File: config.mk
export PLATFORM = sky130hd
export DESIGN_NAME = lc3b_mem_arbiter
export DESIGN_NICKNAME = d
export VERILOG_FILES = /design/src/rtl/lc3b_mem_arbiter_pkg.sv /design/src/rtl/lc3b_mem_arbiter_rr_pick.sv /design/src/rtl/lc3b_mem_arbiter.sv
export SDC_FILE = /design/constraint.sdc
export NUM_CORES = 1
export LEC_CHECK = 0
export ABC_AREA = 1
export CAP_MARGIN = 30
export CORE_MARGIN = 1
export CORE_UTILIZATION = 40
export DETAILED_ROUTE_END_ITERATION = 8
export MAX_ROUTING_LAYER = met4
export PLACE_DENSITY = 0.68
export RECOVER_POWER = 25
export SYNTH_ARGS = -nofsm -noshare
export SYNTH_HDL_FRONTEND = slang
export SYNTH_SLANG_ARGS = --single-unit
export TNS_END_PERCENT = 10
File: constraint.sdc
create_clock -name clk -period 2.89 [get_ports clk]
set_input_delay 0.578 -clock clk [delete_from_list [all_inputs] [get_ports clk]]
set_output_delay 0.578 -clock clk [all_outputs]
set_load 0.005 [all_outputs]
File: src/rtl/lc3b_mem_arbiter_pkg.sv
// Shared types and constants for the LC-3b memory arbiter.
package lc3b_mem_arbiter_pkg;

    // Arbiter FSM state encoding
    typedef logic [1:0] lc3b_arb_state_t;

    localparam lc3b_arb_state_t ARB_IDLE = 2'd0;
    localparam lc3b_arb_state_t ARB_BUSY = 2'd1;
    localparam lc3b_arb_state_t ARB_DONE = 2'd2;

    // Width of a channel index; never narrower than one bit.
    function automatic int idx_width(input int num_ch);
        return (num_ch > 1) ? $clog2(num_ch) : 1;
    endfunction

endpackage

File: src/rtl/lc3b_mem_arbiter_rr_pick.sv
// Combinational winner selection: round-robin from last_grant+1, or fixed
// priority (lowest index) when RR is 0.
module lc3b_mem_arbiter_rr_pick
    import lc3b_mem_arbiter_pkg::*;
#(
    parameter int NUM_CH = 2,
    parameter int RR     = 1
) (
    input  logic [NUM_CH-1:0]               request,
    input  logic [idx_width(NUM_CH)-1:0]    last_grant,
    output logic                            grant_valid,
    output logic [idx_width(NUM_CH)-1:0]    grant_idx
);

    localparam int IDX_W = idx_width(NUM_CH);

    logic [NUM_CH-1:0] upper_mask;
    logic [NUM_CH-1:0] upper_req;
    logic [NUM_CH-1:0] pick_vec;

    // Channels strictly above the last grant get first look in round-robin
    // mode; in fixed-priority mode the mask is empty so the scan starts at 0.
    genvar gi;
    generate
        for (gi = 0; gi < NUM_CH; gi++) begin : g_mask
            assign upper_mask[gi] = (RR != 0) && (IDX_W'(gi) > last_grant);
        end
    endgenerate

    assign upper_req   = request & upper_mask;
    assign pick_vec    = (|upper_req) ? upper_req : request;
    assign grant_valid = |request;

    // Lowest set bit of the candidate vector (wrap-around handled by pick_vec)
    always_comb begin
        grant_idx = '0;
        for (int i = NUM_CH - 1; i >= 0; i--) begin
            if (pick_vec[i]) begin
                grant_idx = IDX_W'(i);
            end
        end
    end

endmodule

File: src/rtl/lc3b_mem_arbiter.sv
// N-channel memory arbiter for the LC-3b pipeline: one granted transaction at
// a time, latched request, registered memory strobes and one-cycle response.
module lc3b_mem_arbiter
    import lc3b_mem_arbiter_pkg::*;
#(
    parameter int NUM_CH = 2,
    parameter int ADDR_W = 16,
    parameter int DATA_W = 16,
    parameter int RR     = 1
) (
    input  logic                       clk,
    input  logic                       rst_n,
    input  logic [NUM_CH-1:0]          ch_request,
    input  logic [NUM_CH-1:0]          ch_write_enable,
    input  logic [NUM_CH*ADDR_W-1:0]   ch_address,
    input  logic [NUM_CH*DATA_W-1:0]   ch_wdata,
    output logic [NUM_CH-1:0]          ch_response,
    output logic [DATA_W-1:0]          ch_rdata,
    output logic                       mem_read,
    output logic                       mem_write,
    output logic [ADDR_W-1:0]          mem_address,
    output logic [DATA_W-1:0]          mem_wdata,
    input  logic [DATA_W-1:0]          mem_rdata,
    input  logic                       mem_resp
);

    localparam int IDX_W = idx_width(NUM_CH);
    typedef logic [IDX_W-1:0] grant_idx_t;

    lc3b_arb_state_t   state_reg;
    grant_idx_t        grant_reg;
    grant_idx_t        last_grant_reg;
    logic              we_reg;
    logic [ADDR_W-1:0] addr_reg;
    logic [DATA_W-1:0] wdata_reg;

    logic              mem_read_reg;
    logic              mem_write_reg;
    logic [ADDR_W-1:0] mem_address_reg;
    logic [DATA_W-1:0] mem_wdata_reg;
    logic [DATA_W-1:0] ch_rdata_reg;
    logic [NUM_CH-1:0] ch_response_reg;
    logic [NUM_CH-1:0] ch_response_next;

    logic              pick_valid;
    grant_idx_t        pick_idx;
    logic              strobe_active;
    logic              mem_done;

    logic [ADDR_W-1:0] addr_by_ch  [NUM_CH];
    logic [DATA_W-1:0] wdata_by_ch [NUM_CH];

    genvar gi;
    generate
        for (gi = 0; gi < NUM_CH; gi++) begin : g_slice
            assign addr_by_ch[gi]  = ch_address[gi*ADDR_W +: ADDR_W];
            assign wdata_by_ch[gi] = ch_wdata[gi*DATA_W +: DATA_W];
            assign ch_response_next[gi] = (state_reg == ARB_DONE) &&
                                          (grant_reg == grant_idx_t'(gi));
        end
    endgenerate

    lc3b_mem_arbiter_rr_pick #(
        .NUM_CH (NUM_CH),
        .RR     (RR)
    ) u_pick (
        .request     (ch_request),
        .last_grant  (last_grant_reg),
        .grant_valid (pick_valid),
        .grant_idx   (pick_idx)
    );

    // A memory response only counts once the strobe is actually on the bus.
    assign strobe_active = mem_read_reg | mem_write_reg;
    assign mem_done      = (state_reg == ARB_BUSY) && strobe_active && mem_resp;

    // FSM plus request latch: requests are only looked at in IDLE
    always_ff @(posedge clk or negedge rst_n) begin
        if (!rst_n) begin
            state_reg      <= ARB_IDLE;
            grant_reg      <= '0;
            last_grant_reg <= grant_idx_t'(NUM_CH - 1);
            we_reg         <= 1'b0;
            addr_reg       <= '0;
            wdata_reg      <= '0;
        end else begin
            case (state_reg)
                ARB_IDLE: begin
                    if (pick_valid) begin
                        grant_reg      <= pick_idx;
                        last_grant_reg <= pick_idx;
                        we_reg         <= ch_write_enable[pick_idx];
                        addr_reg       <= addr_by_ch[pick_idx];
                        wdata_reg      <= wdata_by_ch[pick_idx];
                        state_reg      <= ARB_BUSY;
                    end
                end
                ARB_BUSY: begin
                    if (mem_done) begin
                        state_reg <= ARB_DONE;
                    end
                end
                ARB_DONE: state_reg <= ARB_IDLE;
                default:  state_reg <= ARB_IDLE;
            endcase
        end
    end

    // Memory-side registers: raised one cycle into BUSY, held until mem_resp
    always_ff @(posedge clk or negedge rst_n) begin
        if (!rst_n) begin
            mem_read_reg    <= 1'b0;
            mem_write_reg   <= 1'b0;
            mem_address_reg <= '0;
            mem_wdata_reg   <= '0;
        end else if (mem_done) begin
            mem_read_reg  <= 1'b0;
            mem_write_reg <= 1'b0;
        end else if ((state_reg == ARB_BUSY) && !strobe_active) begin
            mem_read_reg    <= ~we_reg;
            mem_write_reg   <= we_reg;
            mem_address_reg <= addr_reg;
            mem_wdata_reg   <= wdata_reg;
        end
    end

    // Read data is captured only on completed reads and held otherwise
    always_ff @(posedge clk or negedge rst_n) begin
        if (!rst_n) begin
            ch_rdata_reg <= '0;
        end else if (mem_done && mem_read_reg) begin
            ch_rdata_reg <= mem_rdata;
        end
    end

    // One-hot completion pulse, one cycle, for the granted channel
    always_ff @(posedge clk or negedge rst_n) begin
        if (!rst_n) begin
            ch_response_reg <= '0;
        end else begin
            ch_response_reg <= ch_response_next;
        end
    end

    assign ch_response = ch_response_reg;
    assign ch_rdata    = ch_rdata_reg;
    assign mem_read    = mem_read_reg;
    assign mem_write   = mem_write_reg;
    assign mem_address = mem_address_reg;
    assign mem_wdata   = mem_wdata_reg;

endmodule

# --- Word-level counts from Yosys, hierarchy flattened ---
# Cells that the tools add are included.
word_totals:
  register_bits: 89
  input_bits: 87
  word_cells: 58
classes:
  magnitude_cmp: 4
  eq_ne: 4
  mux: 18
  n_bitwise: 6
  n_reduce_logical: 14
ops:
  columns: ["cell", "n"]
  rows:
  - ["16-bit 2-to-1 mux", 6]
  - ["1-bit 2-to-1 mux", 8]
  - ["1-bit logical AND", 6]
  - ["2-bit 2-to-1 mux", 3]
  - ["2-bit AND reduction", 3]
  - ["2-bit inequality test (second input constant)", 2]
  - ["2-bit one-hot mux with 2 select lines", 1]
  - ["2-bit OR reduction", 2]
  - ["1-bit NOT", 3]
  - ["2-bit AND", 1]
  - ["2-bit by 1-bit equality test with 1-bit output (second input constant)", 1]
  - ["2-bit equality test (second input constant)", 1]
  - ["2-bit greater-or-equal comparator (second input constant)", 1]
  - ["1-bit greater-than comparator (first input constant)", 2]
  - ["2-bit zero test", 1]
  - ["1-bit by 2-bit < comparator with 1-bit output (second input constant)", 1]
  - ["1-bit NOT with 2-bit output", 1]
  - ["2-bit nonzero test", 1]
  - ["1-bit zero test", 1]
  - ["1-bit bitwise OR", 1]

# --- Longest topological paths before layout ---
# Gate-level depths: netlist of run 1.
depth:
  word_depth: 10
  ltp_mapped: 8
  ltp_nobuf: 6

# --- Cells and area by module ---
# From an unflattened synthesis of run 1, not the netlist that was laid out.
unflattened:
  cells_unflattened: 458
  area_unflattened_um2: 3865.0
modules_own_cells:
  columns: ["module", "n_inst", "cells_each", "area_per_inst_um2", "seq_area_each_um2"]
  rows:
  - ["lc3b_mem_arbiter", 1, 455, 3849.9, 2228.4]
  - ["lc3b_mem_arbiter_rr_pick", 1, 3, 15.0, 0.0]

# --- Least setup slack after synthesis of run 1 ---
# Ideal clock, no wire load.
synth_path:
  path_kind: "input -> register"
  start: "input port ch_request[1]"
  end: "register addr_reg[0]"
  arrival_ns: 1.228
  setup_slack_ns: 1.544
  stages: 6
  path_buffers: 2
  path_cell_list: "buf_4 nor2_4 nor2_8 buf_2 nand3_1 nand2_1"
synth_between:
  elab_chain_len: 9
  elab_cells_between_ends: 11
  cone_classes: "mux: 6; bitwise: 2; reduce/logical: 3"
synth_lines:
  columns: ["item", "line_no", "source"]
  rows:
  - ["from (decl)", "lc3b_mem_arbiter.sv:13", "input logic [NUM_CH-1:0] ch_request,"]
  - ["2-bit AND", "lc3b_mem_arbiter_rr_pick.sv:30", "assign upper_req = request & upper_mask;"]
  - ["2-bit OR reduction", "lc3b_mem_arbiter_rr_pick.sv:31", "assign pick_vec = (|upper_req) ? upper_req : request;"]
  - ["2-bit 2-to-1 mux", "lc3b_mem_arbiter_rr_pick.sv:31", null]
  - ["1-bit 2-to-1 mux (2 in a row)", "lc3b_mem_arbiter_rr_pick.sv:38", "if (pick_vec[i]) begin"]
  - ["1-bit NOT with 2-bit output (not written as such)", "lc3b_mem_arbiter.sv:93", "addr_reg <= addr_by_ch[pick_idx];"]
  - ["16-bit 2-to-1 mux (not written as such) (3 in a row)", "lc3b_mem_arbiter.sv:93", null]
  - ["to (signal assigned)", "lc3b_mem_arbiter.sv:93", null]
  - ["to (decl)", "lc3b_mem_arbiter.sv:34", "logic [ADDR_W-1:0] addr_reg;"]
# Several ways; a longest one is shown, not always the timed one. The select of a mux whose other input is x is not followed.
# A chain may end at the register's enable or synchronous reset.

# --- Worst setup path in the final report of run 1 ---
layout_path:
  start: "register mem_read_reg, in the netlist mem_read"
  end: "output port mem_read"
layout_rtl:
  columns: ["item", "line_no", "source"]
  rows:
  - ["from (decl)", "lc3b_mem_arbiter.sv:37", "logic mem_read_reg;"]
  - ["from (signal assigned)", "lc3b_mem_arbiter.sv:120", "mem_read_reg <= ~we_reg;"]
  - ["to (decl)", "lc3b_mem_arbiter.sv:19", "output logic mem_read,"]
# No word-level cell between the ends.

==> metrics.txt, run 1 <==
status finished clean; critical path, cell by cell clkdlybuf4s50_1; count of different cell masters after synthesis 20; wire length of the first global-routing pass ~18 mm; leading cell types by total area after synthesis sky130_fd_sc_hd__dfrtp_1, sky130_fd_sc_hd__nand2_1, sky130_fd_sc_hd__nand3_1; post-CTS setup-driven buffer insertion count 0; number of buffers created by CTS 9; Top delay family on crit path flip-flops; # nets final between 700 and 800; Routed Wire Length ~10 mm; data required time at the worst endpoint 2310 ps; register bit count reported by yosys 89; leading register cell type out of synthesis sky130_fd_sc_hd__dfrtp_1; synthesized netlist cell count between 500 and 600; slowest stage delay, CP 850 ps; number of port buffers 138; Max Buffers Root-to-Sink 2; core footprint about 10000 sq um; number of DRC violations after detailed routing 0; path type of the worst setup path reg -> out; clock-pin transition on the worst setup and hold timing paths around 100 ps; synthesized area per cell 7.91 sq um; Fmax achieved a little over 400 MHz; Hold Fails Final Rpt 0; final weighted congestion in routability-driven placement 0.847; top cell type's share of synthesized area 0.528; Tot GR Track Use 0.207; final critical-path required period 2410 ps; Post-synth ARST share 1.00; die width around 100 um; number of fillers in the final layout 950; initial core utilization 0.419; area used by sequential logic in the layout between 2000 and 2500 sq um; path class of the lowest-slack min-delay path in -> async; unrepaired setup endpoints after global routing no; endpoint of the lowest-slack register-to-register path mem_wdata[5]$_DFFE_PN0P_; Final Power 5.33 mW; deepest level of the CTS H-tree 3; violation count after the first detailed-route iteration ~150; Bufs and invs on worst path 1; fraction of layout instances using a drive strength above 1 0.0562; launch instance of the worst register-to-register path mem_read$_DFFE_PN0P_; overall die height about 100 um; r2r worst-path depth 5; reg-to-reg slack, setup 1020 ps; number of nets with antenna violations after detailed routing 0; Via density roughly 4.7; worst setup skew after layout roughly 15 ps; Critical Path Fanout Max 20; CP max stage cell sky130_fd_sc_hd__dfrtp_1; area of the mapped netlist between 4000 and 5000 sq um; data arrival time at the worst-slack endpoint approximately 1800 ps; post_cts resized 0; overall overflow remaining after global route 0; clock latency on the worst-skew pair 350 ps; post-detailed-route wirelength per cell approximately 13 um; post-placement worst setup slack 537 ps; total half-perimeter wirelength after legalization and detailed placement around 7 mm; post-synthesis to final-layout area growth 38.4%; Peak VDD IR roughly 500 uV; number of enable flip-flop cells after synthesis 0; pin count of the biggest net entering global routing 47; number of buffers inserted by hold repair at cts 0; final setup slack of the worst path between 400 and 500 ps; MaxCap Viol Count 0; crit path to mem_read; share of synthesized area occupied by flip-flops and latches 0.534; number of nets produced by synthesis 614; power density cells just over 900 nW/um^2; routed via count approximately 3700; number of cells on the critical path 1; # IOs around 140; row cnt 36; n_diodes 0; launch point of the critical path mem_read$_DFFE_PN0P_; slew of the pin with the lowest slew margin 1150 ps; dominant cell type by area after synthesis sky130_fd_sc_hd__dfrtp_1; combined area of the multi-input logic cells approximately 1500 sq um; number of global-route vias before repair between 3000 and 4000; TritonCTS clock tree built; portion of the clock cycle consumed by the worst path in the final layout 0.835; most common cell in the synthesized netlist sky130_fd_sc_hd__nand2_1; Warnings, synthesis 0; DRT Pass-1 Iters 5; Worst setup EP type output port; antenna violations before repair 0; worst relative slew slack 0.235; CP startpoint kind register; Final setup violation count 0; die area 10800 sq um; leading cell types by count after synthesis sky130_fd_sc_hd__nand2_1, sky130_fd_sc_hd__dfrtp_1, sky130_fd_sc_hd__inv_1, sky130_fd_sc_hd__nand3_1, sky130_fd_sc_hd__nand4_1; number of slew-limit violations in the final report 0; leakage power total 3.05 nW; final sum of negative setup slack 0 ps; number of sinks on the clock net 89; clock root buffer sky130_fd_sc_hd__clkbuf_8
[final cells by class]
type,instances,share of cell area
Inverter,74,0.0486
Clock buffer,11,0.0245
Tap cell,133,0.0288
Sequential cell,89,0.386
Clock inverter,5,0.0108
Timing Repair Buffer,144,0.248
Multi-Input combinational cell,335,0.253
[how the worst min path moves through the flow]
stage | from | endpoint | slack, ps | cells after the start
finish | rst_n | ch_rdata[3]$_DFFE_PN0P_ | 180 | 1
CTS | rst_n | ch_rdata[3]$_DFFE_PN0P_ | 210 | 1
global route | rst_n | ch_rdata[3]$_DFFE_PN0P_ | 220 | 1
global placement | grant_reg$_DFFE_PN0P_ | ch_response[0]$_DFF_PN0_ | 420 | 1
detailed placement | grant_reg$_DFFE_PN0P_ | ch_response[0]$_DFF_PN0_ | 430 | 1
floorplan | rst_n | addr_reg[0]$_DFFE_PN0P_ | 280 | 0
[routing by layer]
metal	vias up	track usage	routed length (um)
met4	0	0.0704	127
li1	1847	-	-
met3	10	0.0276	472
met2	118	0.339	4920
met5	-	-	0
met1	1708	0.267	4660
[cells by family (layout without fill, tap and decap cells)]
logic type             count (synthesis)  in the layout  share of synthesized area
AO/OA/AOI/OAI                          3              3                    0.00360
flip-flops                            89             89                      0.534
buffers and inverters                103            234                      0.116
AND/OR/NAND/NOR                      332            332                      0.346
[where the power goes]
part	switching (mW)	internal, mW
Combinational	1.18	1.08
Clock	0.450	0.430
Sequential	0.360	1.83
[per-stage QoR]
stage	util	hold slack [ps]	instance area, sq um	cells
2_1_floorplan	-	282	4170	527
3_3_place_gp	0.561	422	5580	775
3_5_place_dp	0.561	432	5580	775
4_1_cts	0.581	211	5790	791
5_1_grt	0.580	224	5770	791
6_report	0.580	181	5770	791
[cell usage in the layout (no fill, tap or decap), types with 2 or more instances in the layout]
master	instances
sky130_fd_sc_hd__nor3_1	3
sky130_fd_sc_hd__inv_2	4
sky130_fd_sc_hd__nand4_1	17
sky130_fd_sc_hd__inv_1	69
sky130_fd_sc_hd__buf_4	5
sky130_fd_sc_hd__dfrtp_1	88
sky130_fd_sc_hd__nand3_1	66
sky130_fd_sc_hd__inv_6	2
sky130_fd_sc_hd__nor2_8	2
sky130_fd_sc_hd__nand2_1	237
sky130_fd_sc_hd__clkinvlp_4	2
sky130_fd_sc_hd__o21ai_0	3
sky130_fd_sc_hd__clkdlybuf4s50_1	137
sky130_fd_sc_hd__clkbuf_8	10
sky130_fd_sc_hd__nand2_2	3
sky130_fd_sc_hd__nor2_4	2
No activity file was read; power rests on OpenSTA's default activity.
==> inputs of run 2 (changes only) <==
clock period = 2.4 ns   (was 2.89 ns; I/O delays follow)
==> run 2 against run 1 <==
  * Wire length up 0.21%
  * Total power up 21%
  * Design area up 0.63%
  * Clock skew down 4.9 ps
  * Die area unchanged
  * Hold slack better by 140 ps
  * Core utilization up 0.36 points
  * Critical endpoint unchanged
  * Setup slack better by 26 ps
  * Global-route usage down 0.32 points
  * Combinational power up 25%
  * Register-to-register slack worse by 160 ps
  * Largest power group unchanged
==> metrics.txt, run 2 (same netlist as run 1, synthesis figures left out) <==
die area 10800 sq um (unchanged); antenna violations before repair 0 (unchanged); data arrival time at the worst-slack endpoint 1420 ps (-410 ps); Peak VDD IR 430 uV (-14%); final instance count without filler cells 797 (+0.76%); slew of the pin with the lowest slew margin 1140 ps (-12.3 ps); clock-pin transition on the worst setup and hold timing paths 90 ps (about the same); power density cells 1110 nW/um^2 (+20%); pin count of the biggest net entering global routing 47 (unchanged); path type of the worst setup path reg -> out; reg-to-reg slack, setup 860 ps (-160 ps); Max Buffers Root-to-Sink 2 (unchanged); total half-perimeter wirelength after legalization and detailed placement 7.15 mm (+0.50%); die width 104 um (unchanged); overall die height 104 um (unchanged); TritonCTS clock tree built; number of slew-limit violations in the final report 0 (unchanged); Top delay family on crit path buffers and inverters; length of routed met3 wiring 452 um (-4.2%); post-detailed-route wirelength per cell 12.8 um (-0.55%); post-synthesis to final-layout area growth 39.3%; initial core utilization 0.419 (unchanged); status finished clean; met2 wire len 4.98 mm (+1.2%); wire length of the first global-routing pass 17.2 mm (-2.2%); overall overflow remaining after global route 0 (unchanged); number of buffers inserted by hold repair at cts 0 (unchanged); Tot GR Track Use 0.204 (-0.00315); # nets final 746 (+0.81%); endpoint of the lowest-slack register-to-register path ch_rdata[14]$_DFFE_PN0P_; CP max stage cell sky130_fd_sc_hd__clkdlybuf4s50_1; final weighted congestion in routability-driven placement 0.787 (-7.1%); worst setup skew after layout 9.91 ps (-4.95 ps); # IOs 139 (unchanged); post_cts resized 0 (unchanged); Hold Fails Final Rpt 0 (unchanged); critical path, cell by cell clkdlybuf4s50_1; most frequent cells in the layout sky130_fd_sc_hd__nand2_1, sky130_fd_sc_hd__clkdlybuf4s50_1, sky130_fd_sc_hd__dfrtp_1; final critical-path required period about 1900 ps; Routed Wire Length 10.2 mm (+0.21%); number of port buffers 138 (unchanged); fraction of layout instances using a drive strength above 1 0.0648 (+0.00853); number of sinks on the clock net 89 (unchanged); core footprint 9950 sq um (unchanged); n_diodes 0 (unchanged); slowest stage delay, CP 580 ps (-270 ps); unrepaired setup endpoints after global routing no; number of nets with antenna violations after detailed routing 0 (unchanged); combined area of the multi-input logic cells 1460 sq um (unchanged); met1 WL 4.62 mm (-0.92%); number of DRC violations after detailed routing 0 (unchanged); Via density 4.66 (+0.19%); post-CTS setup-driven buffer insertion count 0 (unchanged); Bufs and invs on worst path 1 (unchanged); path class of the lowest-slack min-delay path in -> async; launch instance of the worst register-to-register path state_reg[1]$_DFFE_PN0P_; r2r worst-path depth 6 (+1); clock latency on the worst-skew pair 360 ps (about the same); Worst setup EP type output port; worst relative slew slack 0.243 (+0.00822); area used by sequential logic in the layout 2230 sq um (unchanged); MaxCap Viol Count 0 (unchanged); placed insts 781 (+0.77%); number of global-route vias before repair 3660 (-1.3%); Fmax achieved 527 MHz; clock root buffer sky130_fd_sc_hd__clkbuf_8; DRT Pass-1 Iters 4 (-1); final sum of negative setup slack 0 ps (unchanged); top layer in use met4; number of buffers created by CTS 9 (unchanged); CP startpoint kind register; portion of the clock cycle consumed by the worst path in the final layout 0.790; leakage power total 3.08 nW (+0.82%); violation count after the first detailed-route iteration 118 (-22%); row cnt 36 (unchanged); most common cell after layout, fill and taps aside sky130_fd_sc_hd__nand2_1; deepest level of the CTS H-tree 3 (unchanged); data required time at the worst endpoint 1920 ps (-390 ps); Final setup violation count 0 (unchanged); routed via count 3718 (+0.95%); Critical Path Fanout Max 4 (-80%); number of fillers in the final layout 923 (-2.8%)
run 2: cell types whose count changed in the layout (fill, tap and decap cells not counted):
| cell | delta |
|---|---|
| sky130_fd_sc_hd__clkinv_2 | +1 |
| sky130_fd_sc_hd__clkbuf_8 | -1 |
| sky130_fd_sc_hd__clkinv_4 | +1 |
| sky130_fd_sc_hd__inv_6 | -1 |
| sky130_fd_sc_hd__buf_4 | +6 |
run 2: metal layers:
layer  GRT usage  up-vias
li1            -     1869
met3      0.0313       12
met5           -        -
met1       0.258     1726
met4      0.0796        0
met2       0.331      111
run 2: how the worst max path moves through the flow:
stage                                     from                  endpoint  slack [ps]  cells past startpoint
after floorplan                  ch_request[1]   addr_reg[0]$_DFFE_PN0P_        1150                      6
after global placement           ch_request[1]        we_reg$_DFFE_PN0P_         550                      7
after detailed placement              mem_resp  ch_rdata[13]$_DFFE_PN0P_         520                      4
after CTS                 mem_read$_DFFE_PN0P_                  mem_read         480                      1
after global routing      mem_read$_DFFE_PN0P_                  mem_read         450                      1
final                     mem_read$_DFFE_PN0P_                  mem_read         500                      1
run 2: cell type report:
class                           count  area share
Clock buffer                       10      0.0220
Tap cell                          133      0.0287
Clock inverter                      6      0.0116
Multi-Input combinational cell    335       0.251
Inverter                           74      0.0483
Timing Repair Buffer              150       0.255
Sequential cell                    89       0.384
run 2: report_power, final:
part           internal [mW]  total (mW)  switching, mW
registers               2.21        2.61          0.396
clock network          0.485        1.02          0.536
logic                   1.33        2.82           1.48
total                   4.03        6.44           2.42
run 2: stage by stage:
| stage | total power, mW | area (sq um) | hold WS, ps | util | setup slack (ps) |
|---|---|---|---|---|---|
| final | 6.44 | 5810 | 321 | 0.583 | 503 |
| after global routing | 6.97 | 5810 | 424 | 0.583 | 449 |
| after CTS | 6.53 | 5810 | 128 | 0.584 | 481 |
| after global placement | 5.40 | 5620 | 426 | 0.564 | 548 |
| after floorplan | 4.27 | 4170 | 184 | - | 1150 |
| after detailed placement | 5.49 | 5620 | 439 | 0.564 | 525 |
